### config.mk
export PLATFORM = sky130hd
export DESIGN_NAME = biquad_coeff_bank
export DESIGN_NICKNAME = d
export VERILOG_FILES = /design/src/rtl/biquad_coeff_bank.sv
export SDC_FILE = /design/constraint.sdc
export NUM_CORES = 1
export LEC_CHECK = 0
export CORE_MARGIN = 5
export CORE_UTILIZATION = 25
export DETAILED_ROUTE_END_ITERATION = 12
export PLACE_DENSITY = 0.46
export SLEW_MARGIN = 5
export SYNTH_ARGS = -nofsm -noshare
export SYNTH_HDL_FRONTEND = slang
export SYNTH_SLANG_ARGS = --single-unit
### constraint.sdc
create_clock -name clk_i -period 3.2 [get_ports clk_i]
set_input_delay 0.32 -clock clk_i [delete_from_list [all_inputs] [get_ports clk_i]]
set_output_delay 0.32 -clock clk_i [all_outputs]
set_load 0.1 [all_outputs]
### src/rtl/biquad_coeff_bank.sv
// WISHBONE coefficient staging bank: software stages per-channel biquad coefficients,
// then one commit streams them into the selected filter cores and pulses their update inputs.
module biquad_coeff_bank #(
  parameter int NCH        = 4,
  parameter int NCOEFF     = 8,
  parameter int COEFF_BITS = 18,
  parameter int ADR_BITS   = 10
) (
  input  logic                      clk_i,
  input  logic                      rst_ni,
  input  logic                      wb_cyc_i,
  input  logic                      wb_stb_i,
  input  logic                      wb_we_i,
  input  logic [ADR_BITS-1:0]       wb_adr_i,
  input  logic [31:0]               wb_dat_i,
  input  logic [3:0]                wb_sel_i,
  output logic                      wb_ack_o,
  output logic                      wb_err_o,
  output logic                      wb_rty_o,
  output logic [31:0]               wb_dat_o,
  input  logic                      global_update_i,
  output logic [COEFF_BITS-1:0]     coeff_dat_o,
  output logic [$clog2(NCOEFF)-1:0] coeff_adr_o,
  output logic [NCH-1:0]            coeff_wr_o,
  output logic [NCH-1:0]            coeff_update_o,
  output logic                      busy_o
);

  localparam int KW   = $clog2(NCOEFF);
  localparam int CHW  = (NCH > 1) ? $clog2(NCH) : 1;
  localparam int OFFW = ADR_BITS - 3;

  typedef enum logic [1:0] {IDLE, LOAD, UPDATE} state_t;

  state_t                state, next_state;
  logic [COEFF_BITS-1:0] stage [NCH][NCOEFF];
  logic [NCH-1:0]        mask;
  logic                  done, overrun, pending;
  logic [CHW-1:0]        cnt_ch;
  logic [KW-1:0]         cnt_k;
  logic [NCH-1:0]        wr_nxt, upd_nxt;

  logic [OFFW-1:0]       word_off;
  logic [OFFW-KW-1:0]    ch_sel;
  logic [KW-1:0]         k_sel;
  logic                  ctrl_hit, status_hit, coeff_hit;
  logic                  wb_req, stall, accept, wr_en, start_req, last_word;
  logic [31:0]           rd_data;
  logic                  unused_bits;

  assign word_off   = wb_adr_i[ADR_BITS-2:2];
  assign ch_sel     = word_off[OFFW-1:KW];
  assign k_sel      = word_off[KW-1:0];
  assign ctrl_hit   = !wb_adr_i[ADR_BITS-1] && (word_off == '0);
  assign status_hit = !wb_adr_i[ADR_BITS-1] && (word_off == OFFW'(1));
  assign coeff_hit  = wb_adr_i[ADR_BITS-1] && (32'(ch_sel) < NCH);

  // Coefficient writes must not race the sequencer, so they are held off (no ack) until IDLE.
  assign wb_req    = wb_cyc_i && wb_stb_i;
  assign stall     = wb_req && wb_we_i && coeff_hit && (state != IDLE);
  assign accept    = wb_req && !wb_ack_o && !stall;
  assign wr_en     = accept && wb_we_i && wb_sel_i[0];
  assign start_req = wr_en && ctrl_hit && wb_dat_i[31];
  assign last_word = (cnt_ch == CHW'(NCH-1)) && (cnt_k == KW'(NCOEFF-1));

  assign wb_err_o    = 1'b0;
  assign wb_rty_o    = 1'b0;
  assign busy_o      = (state != IDLE);
  assign unused_bits = ^{wb_sel_i[3:1], wb_adr_i[1:0]};

  always_comb begin
    rd_data = '0;
    if (ctrl_hit)
      rd_data = 32'(mask);
    else if (status_hit)
      rd_data = {29'd0, overrun, done, busy_o};
    else if (coeff_hit)
      rd_data = 32'(stage[ch_sel[CHW-1:0]][k_sel]);
  end

  always_ff @(posedge clk_i or negedge rst_ni) begin
    if (!rst_ni)
      state <= IDLE;
    else
      state <= next_state;
  end

  always_comb begin
    next_state = state;
    case (state)
      IDLE:    if (start_req) next_state = LOAD;
      LOAD:    if (last_word) next_state = UPDATE;
      UPDATE:  next_state = IDLE;
      default: next_state = IDLE;
    endcase
  end

  always_comb begin
    wr_nxt  = '0;
    upd_nxt = '0;
    case (state)
      LOAD:    wr_nxt  = mask[cnt_ch] ? (NCH'(1) << cnt_ch) : '0;
      UPDATE:  upd_nxt = mask;
      IDLE:    if (global_update_i || pending) upd_nxt = '1;
      default: ;
    endcase
  end

  always_ff @(posedge clk_i or negedge rst_ni) begin
    if (!rst_ni) begin
      coeff_wr_o     <= '0;
      coeff_update_o <= '0;
      coeff_dat_o    <= '0;
      coeff_adr_o    <= '0;
      cnt_ch         <= '0;
      cnt_k          <= '0;
      pending        <= 1'b0;
    end else begin
      coeff_wr_o     <= wr_nxt;
      coeff_update_o <= upd_nxt;
      if (state == LOAD) begin
        coeff_dat_o <= stage[cnt_ch][cnt_k];
        coeff_adr_o <= cnt_k;
        cnt_k       <= cnt_k + 1'b1;
        if (&cnt_k) cnt_ch <= cnt_ch + 1'b1;
      end else begin
        cnt_ch <= '0;
        cnt_k  <= '0;
      end
      // Requests arriving mid-commit collapse into one all-ones pulse back in IDLE.
      if (state == IDLE)
        pending <= 1'b0;
      else if (global_update_i)
        pending <= 1'b1;
    end
  end

  always_ff @(posedge clk_i or negedge rst_ni) begin
    if (!rst_ni) begin
      wb_ack_o <= 1'b0;
      wb_dat_o <= '0;
      mask     <= '0;
      done     <= 1'b0;
      overrun  <= 1'b0;
      for (int c = 0; c < NCH; c++)
        for (int k = 0; k < NCOEFF; k++)
          stage[c][k] <= '0;
    end else begin
      wb_ack_o <= accept;
      if (accept) wb_dat_o <= wb_we_i ? 32'd0 : rd_data;
      if (wr_en && coeff_hit)
        stage[ch_sel[CHW-1:0]][k_sel] <= wb_dat_i[COEFF_BITS-1:0];
      if (wr_en && ctrl_hit && state == IDLE)
        mask <= wb_dat_i[NCH-1:0];
      if (wr_en && status_hit && wb_dat_i[1]) done <= 1'b0;
      if (wr_en && status_hit && wb_dat_i[2]) overrun <= 1'b0;
      if (start_req && state == IDLE) done <= 1'b0;
      if (start_req && state != IDLE) overrun <= 1'b1;
      if (state == UPDATE) done <= 1'b1;
    end
  end

endmodule

# == Word-level counts from Yosys, hierarchy flattened ==
# Cells that the tools add are included.
# word_totals
memories,0
elab_cells,143
latch_bits,0
rom_bits,0
mem_bits_rw,0
output_inout_bits,65
reg_bits,652
# op_classes
add_sub_neg,2
n_mul,0
n_mux,40
div,0
magnitude_cmp,8
n_shift,1
n_reduce_logical,35
bitwise_logic,4
n_eq_ne,8
# ops
operator,count
144-bit 2-to-1 mux,5
144-bit binary-select mux with 2-bit select,2
576-bit bitwise mux,1
144-bit demux with 2-bit select,1
18-bit binary-select mux with 3-bit select,2
18-bit 2-to-1 mux,6
32-bit 2-to-1 mux,3
18-bit demux with 3-bit select,1
1-bit logical AND,23
4-bit 2-to-1 mux,3
4-bit >= comparator (second input constant),2
1-bit 2-to-1 mux,8
2-bit 2-to-1 mux,4
3-bit NOT with 4-bit output,2
4-bit one-hot mux with 2 select lines,1
7-bit by 1-bit equality test with 1-bit output (second input constant),1
7-bit zero test,1
3-bit >= comparator (second input constant),2
2-bit NOT with 3-bit output,2
2-bit nonzero test,3
2-bit equality test (second input constant),2
4-bit by 1-bit < comparator with 1-bit output (second input constant),1
4-bit by 3-bit < comparator with 1-bit output (second input constant),1
2-bit != test (second input constant),2
other kinds (17),19

# == Longest topological paths before layout ==
# logic_depth
depth_word,13
ltp_mapped,9

# == Worst setup path after synthesis ==
# OpenSTA, ideal clock, no wires.
# synth_timing
path_kind,reg2reg
start,register state[1]
end,register stage[277] in the netlist's numbering
setup_time_ns,0.125
slack_ns,0.284
synth_period_minus_slack_ns,2.916
arrival_time_ns,2.792
path_stages_with_launch,10
cell_sequence,dfrtp_1 -> buf_2 -> nor2_4 -> inv_1 -> a311o_1 -> or3_1 -> buf_4 -> nor2_8 -> buf_4 -> mux2_2
# synth_via
elab_chain_len,7
# synth_rtl
element,line,source
start: declaration,35,"state_t state, next_state;"
start signal: assignment,85,state <= next_state;
2-bit nonzero test,n/a,
net busy_o,26,output logic busy_o
1-bit logical AND,60,assign stall = wb_req && wb_we_i && coeff_hit && (state != IDLE);
1-bit zero test,61,assign accept = wb_req && !wb_ack_o && !stall;
1-bit logical AND,61,
1-bit logical AND (2 in series),62,assign wr_en = accept && wb_we_i && wb_sel_i[0];
1-bit logical AND,151,if (wr_en && coeff_hit)
end signal: indexed assignment,152,stage[ch_sel[CHW-1:0]][k_sel] <= wb_dat_i[COEFF_BITS-1:0];
end: declaration,36,logic [COEFF_BITS-1:0] stage [NCH][NCOEFF];
# The timed path passes the listed nets, and every way through them passes these cells.
# A chain may end at the register's enable or synchronous reset.

# == Worst setup path in the final report ==
# layout_timing
start,register state[1]
end,register stage[280] in the netlist's numbering
# layout_via
elab_chain_len,7
# layout_rtl
element,line
2-bit nonzero test,60
1-bit logical AND,60
1-bit zero test,61
1-bit logical AND,61
1-bit logical AND (2 in series),62
1-bit logical AND,151
# No other way between the ends.

==> flow_metrics.tcl <==
set metrics [dict create \
    comb_power_share_pct 5.8 \
    p_per_area_nw_per_um2 433 \
    drtPass1Iterations 5 \
    via_count 23300 \
    ir_drop_mv 0.356 \
    worst_pin_slew_ns 1.20 \
    pre_cts_ws_ns -0.140 \
    max-cap-violations 0 \
    area_delta_synth_final_pct 19.8 \
    clock.fmax_mhz 366 \
    finalInstanceArea_um2 40600 \
    ys_top_cells_by_area "dfrtp_1, mux2_2, mux2i_1" \
    grt_pass1_vias 24200 \
    grtUsageTotal_pct 18.1 \
    synthCells 2606 \
    grt_max_degree 81 \
    yosysSeqAreaShare_pct 47.1 \
    setup_violations 0 \
    ff2ff_path_depth 8 \
    critPathMaxStageDelay_ns 0.47 \
    synth-edff-count 0 \
    syn-cell-area_um2 33900 \
    fp.dieW_um 378 \
    yosysUniqueCellTypes 56 \
    total_power_mw 17.6 \
    worst_path_most_repeated_cell "buf_12" \
    vias_per_cell 5.11 \
    endpoint "stage[280]" \
    grt-ovfl-total 0 \
    wire_per_inst_um 28.7 \
    cts_max_level 3 \
    antenna_found_initial 7 \
    status "completed" \
    cp_slowest_cell "dfrtp_1" \
    worst-endpoint-required_ns 3.70 \
    yosysTopAreaCell "dfrtp_1" \
    coreArea_um2 135000 \
    cts_setup_buffers 0 \
    rows 135 \
    rrSetupSlack_ns 0.46 \
    hold_violations 0 \
    slew_violations 0 \
    yosysWarnings 0 \
    hold_ws_ns 0.264 \
    crit_arrival_ns 3.24 \
    hold_path_class "input pin to async pin" \
    synth_ff_type "dfrtp_1" \
    wl_met3_um 5860 \
    path_buf_inv 3 \
    clkPwrFrac_pct 47.9 \
    cts_tree "done" \
    clock-sinks 638 \
    p_leak_nw 18.9 \
    pin_count 117 \
    critPathTopFamily "simple AND/OR/NAND/NOR gates" \
    rsz0062_at_grt "false" \
    io_buffers 82 \
    cp-startpoint "state[1]" \
    tns_ns 0 \
    drt_iter0_drc 1621 \
    fin_ws_ns 0.464 \
    r2r-start "state[1]" \
    start_util_pct 25.1 \
    p_sw_mw 4.37 \
    met2_length_um 63600 \
    drc 0 \
    path_depth 8 \
    final_nets 2792 \
    highest_layer "met5" \
    finalCritPeriodShare_pct 85.5 \
    regArea_um2 16000 \
    p_seq_share_pct 46.4 \
    end_kind "flop" \
    start_kind "flop" \
    syn_avg_cell_area_um2 13.0 \
    cts_resized 0 \
    final_common_cell "dfrtp_1" \
    synth.top_cell.area_share_pct 47.1 \
    cts_root_buffer "clkbuf_16" \
    place.gp.congestion 0.815 \
    critPathMaxFanout 8 \
    crit_type "flop to flop" \
    wl_met1_um 57800 \
    die_area_um2 143000 \
    grt_pass1_wl_um 188000 \
    period_needed_ns 2.74 \
    numCtsBuffers 76 \
    drive_gt1_share_pct 40.4 \
    path_clk_slew_ns 0.06 \
    crit_chain "nor2_4 -> inv_1 -> a311o_1 -> or3_1 -> buf_12 -> nor2_8 -> buf_12 -> mux2_2" \
    ant_nets 0 \
    dpl_cell_area_um2 38300 \
    intPower_mw 13.2 \
    r2r-end "stage[280]" \
    cts_buffer_depth 3 \
    multiInputGateArea_um2 16900 \
    async_flop_share_pct 100 \
    worstSkewPairLatency_ns 0.64 \
    hpwlAfterDp_um 85000 \
    drt-total-wl_um 131000 \
    maxSlewHeadroom_pct 19.5 \
    layout_common_cells "dfrtp_1, mux2_2, mux2i_1" \
    die_height_um 378 \
    switching_share_pct 24.8 \
    nFillCells 13800 \
    finClkSkew_ns 0.0278 \
    synth-seq-cells 638 \
]
-- power groups by stage --
stage          clock (mW)  sequential [mW]  combinational [mW]
2_1_floorplan           0             8.34               0.484
4_1_cts              8.66             8.16                1.03
3_3_place_gp            0             8.31                1.03
5_1_grt              8.95             8.16                1.08
6_report             8.42             8.16                1.02
3_5_place_dp            0             8.31                1.03
-- logic make-up after synthesis --
kind of cell	share of synthesized area (%)
XOR/XNOR	0.0258
AND/OR/NAND/NOR	5.61
buffers and inverters	3.53
AO/OA/AOI/OAI	6.78
adder cells (fa/ha/maj)	0.222
other	0.0111
flip-flops	47.1
multiplexers	36.7
-- area by class of cell --
class,instances,share of cell area [%]
Antenna cell,1,0.00616
Clock buffer,110,5.37
Clock inverter,20,0.400
Inverter,13,0.120
Multi-Input combinational cell,1722,41.5
Sequential cell,638,39.3
Tap cell,1781,5.49
Timing Repair Buffer,283,7.78
-- through the flow --
| step | cells | util [%] |
|---|---|---|
| floorplan | 2621 | - |
| global placement | 4436 | 28.3 |
| detailed placement | 4436 | 28.3 |
| CTS | 4567 | 30.1 |
| global route | 4567 | 30.1 |
| finish | 4568 | 30.1 |
-- cell usage after synthesis, drive strengths merged, types with 2 or more instances --
master and number:
a2111oi 15, a211oi 17, a21o 2, a21oi 41
a221o 3, a221oi 36, a22o 14, and2 4
and3 4, buf 113, clkbuf 135, dfrtp 638
ha 6, inv 12, mux2 629, mux2i 362
mux4 77, nand2 92, nand2b 22, nand3 9
nand4 4, nand4b 4, nand4bb 6, nor2 42
nor2b 20, nor3 4, nor4 36, o21ai 55
o22ai 161, o31ai 2, or2 17, or3 4
or4 3, or4b 4
-- worst min-delay path by stage --
| stage | startpoint | endpoint | slack [ns] | cells after the start |
|---|---|---|---|---|
| after global placement | rst_ni | stage[129] | 0.36 | 1 |
| final | rst_ni | stage[129] | 0.26 | 2 |
| after global routing | rst_ni | stage[93] | 0.30 | 2 |
| after floorplan | rst_ni | cnt_ch[0] | 0.02 | 0 |
| after CTS | rst_ni | stage[93] | 0.26 | 2 |
| after detailed placement | rst_ni | stage[129] | 0.36 | 1 |
-- sequential cells by signal, summed over array words and instances, names as in the netlist, 2 cells and up --
| name | cells |
|---|---|
| state | 2 |
| wb_dat_o | 18 |
| mask | 4 |
| coeff_adr_o | 3 |
| coeff_update_o | 4 |
| coeff_dat_o | 18 |
| stage | 576 |
| cnt_k | 3 |
| cnt_ch | 2 |
| coeff_wr_o | 4 |
-- worst register-to-register path, cell delays in order, from the launching register on --
cell and delay, ns:
dfrtp_1 0.47, nor2_4 0.21, inv_1 0.11, a311o_1 0.40, or3_1 0.38, buf_12 0.20
nor2_8 0.29, buf_12 0.20, mux2_2 0.36
-- metal layers --
| layer | GRT usage [%] | vias to the layer above |
|---|---|---|
| met4 | 5.26 | 4 |
| met2 | 30.7 | 585 |
| li1 | - | 10100 |
| met1 | 24.3 | 12500 |
| met5 | 0 | - |
| met3 | 2.38 | 185 |
-- what timing repair did --
item / 4_1_cts / 5_1_grt
hold endpoints to repair: 45 / 0
setup endpoints to repair: 0 / 0
hold buffers: 1 / 0
Note: power is estimated with default switching activity, not from simulation.
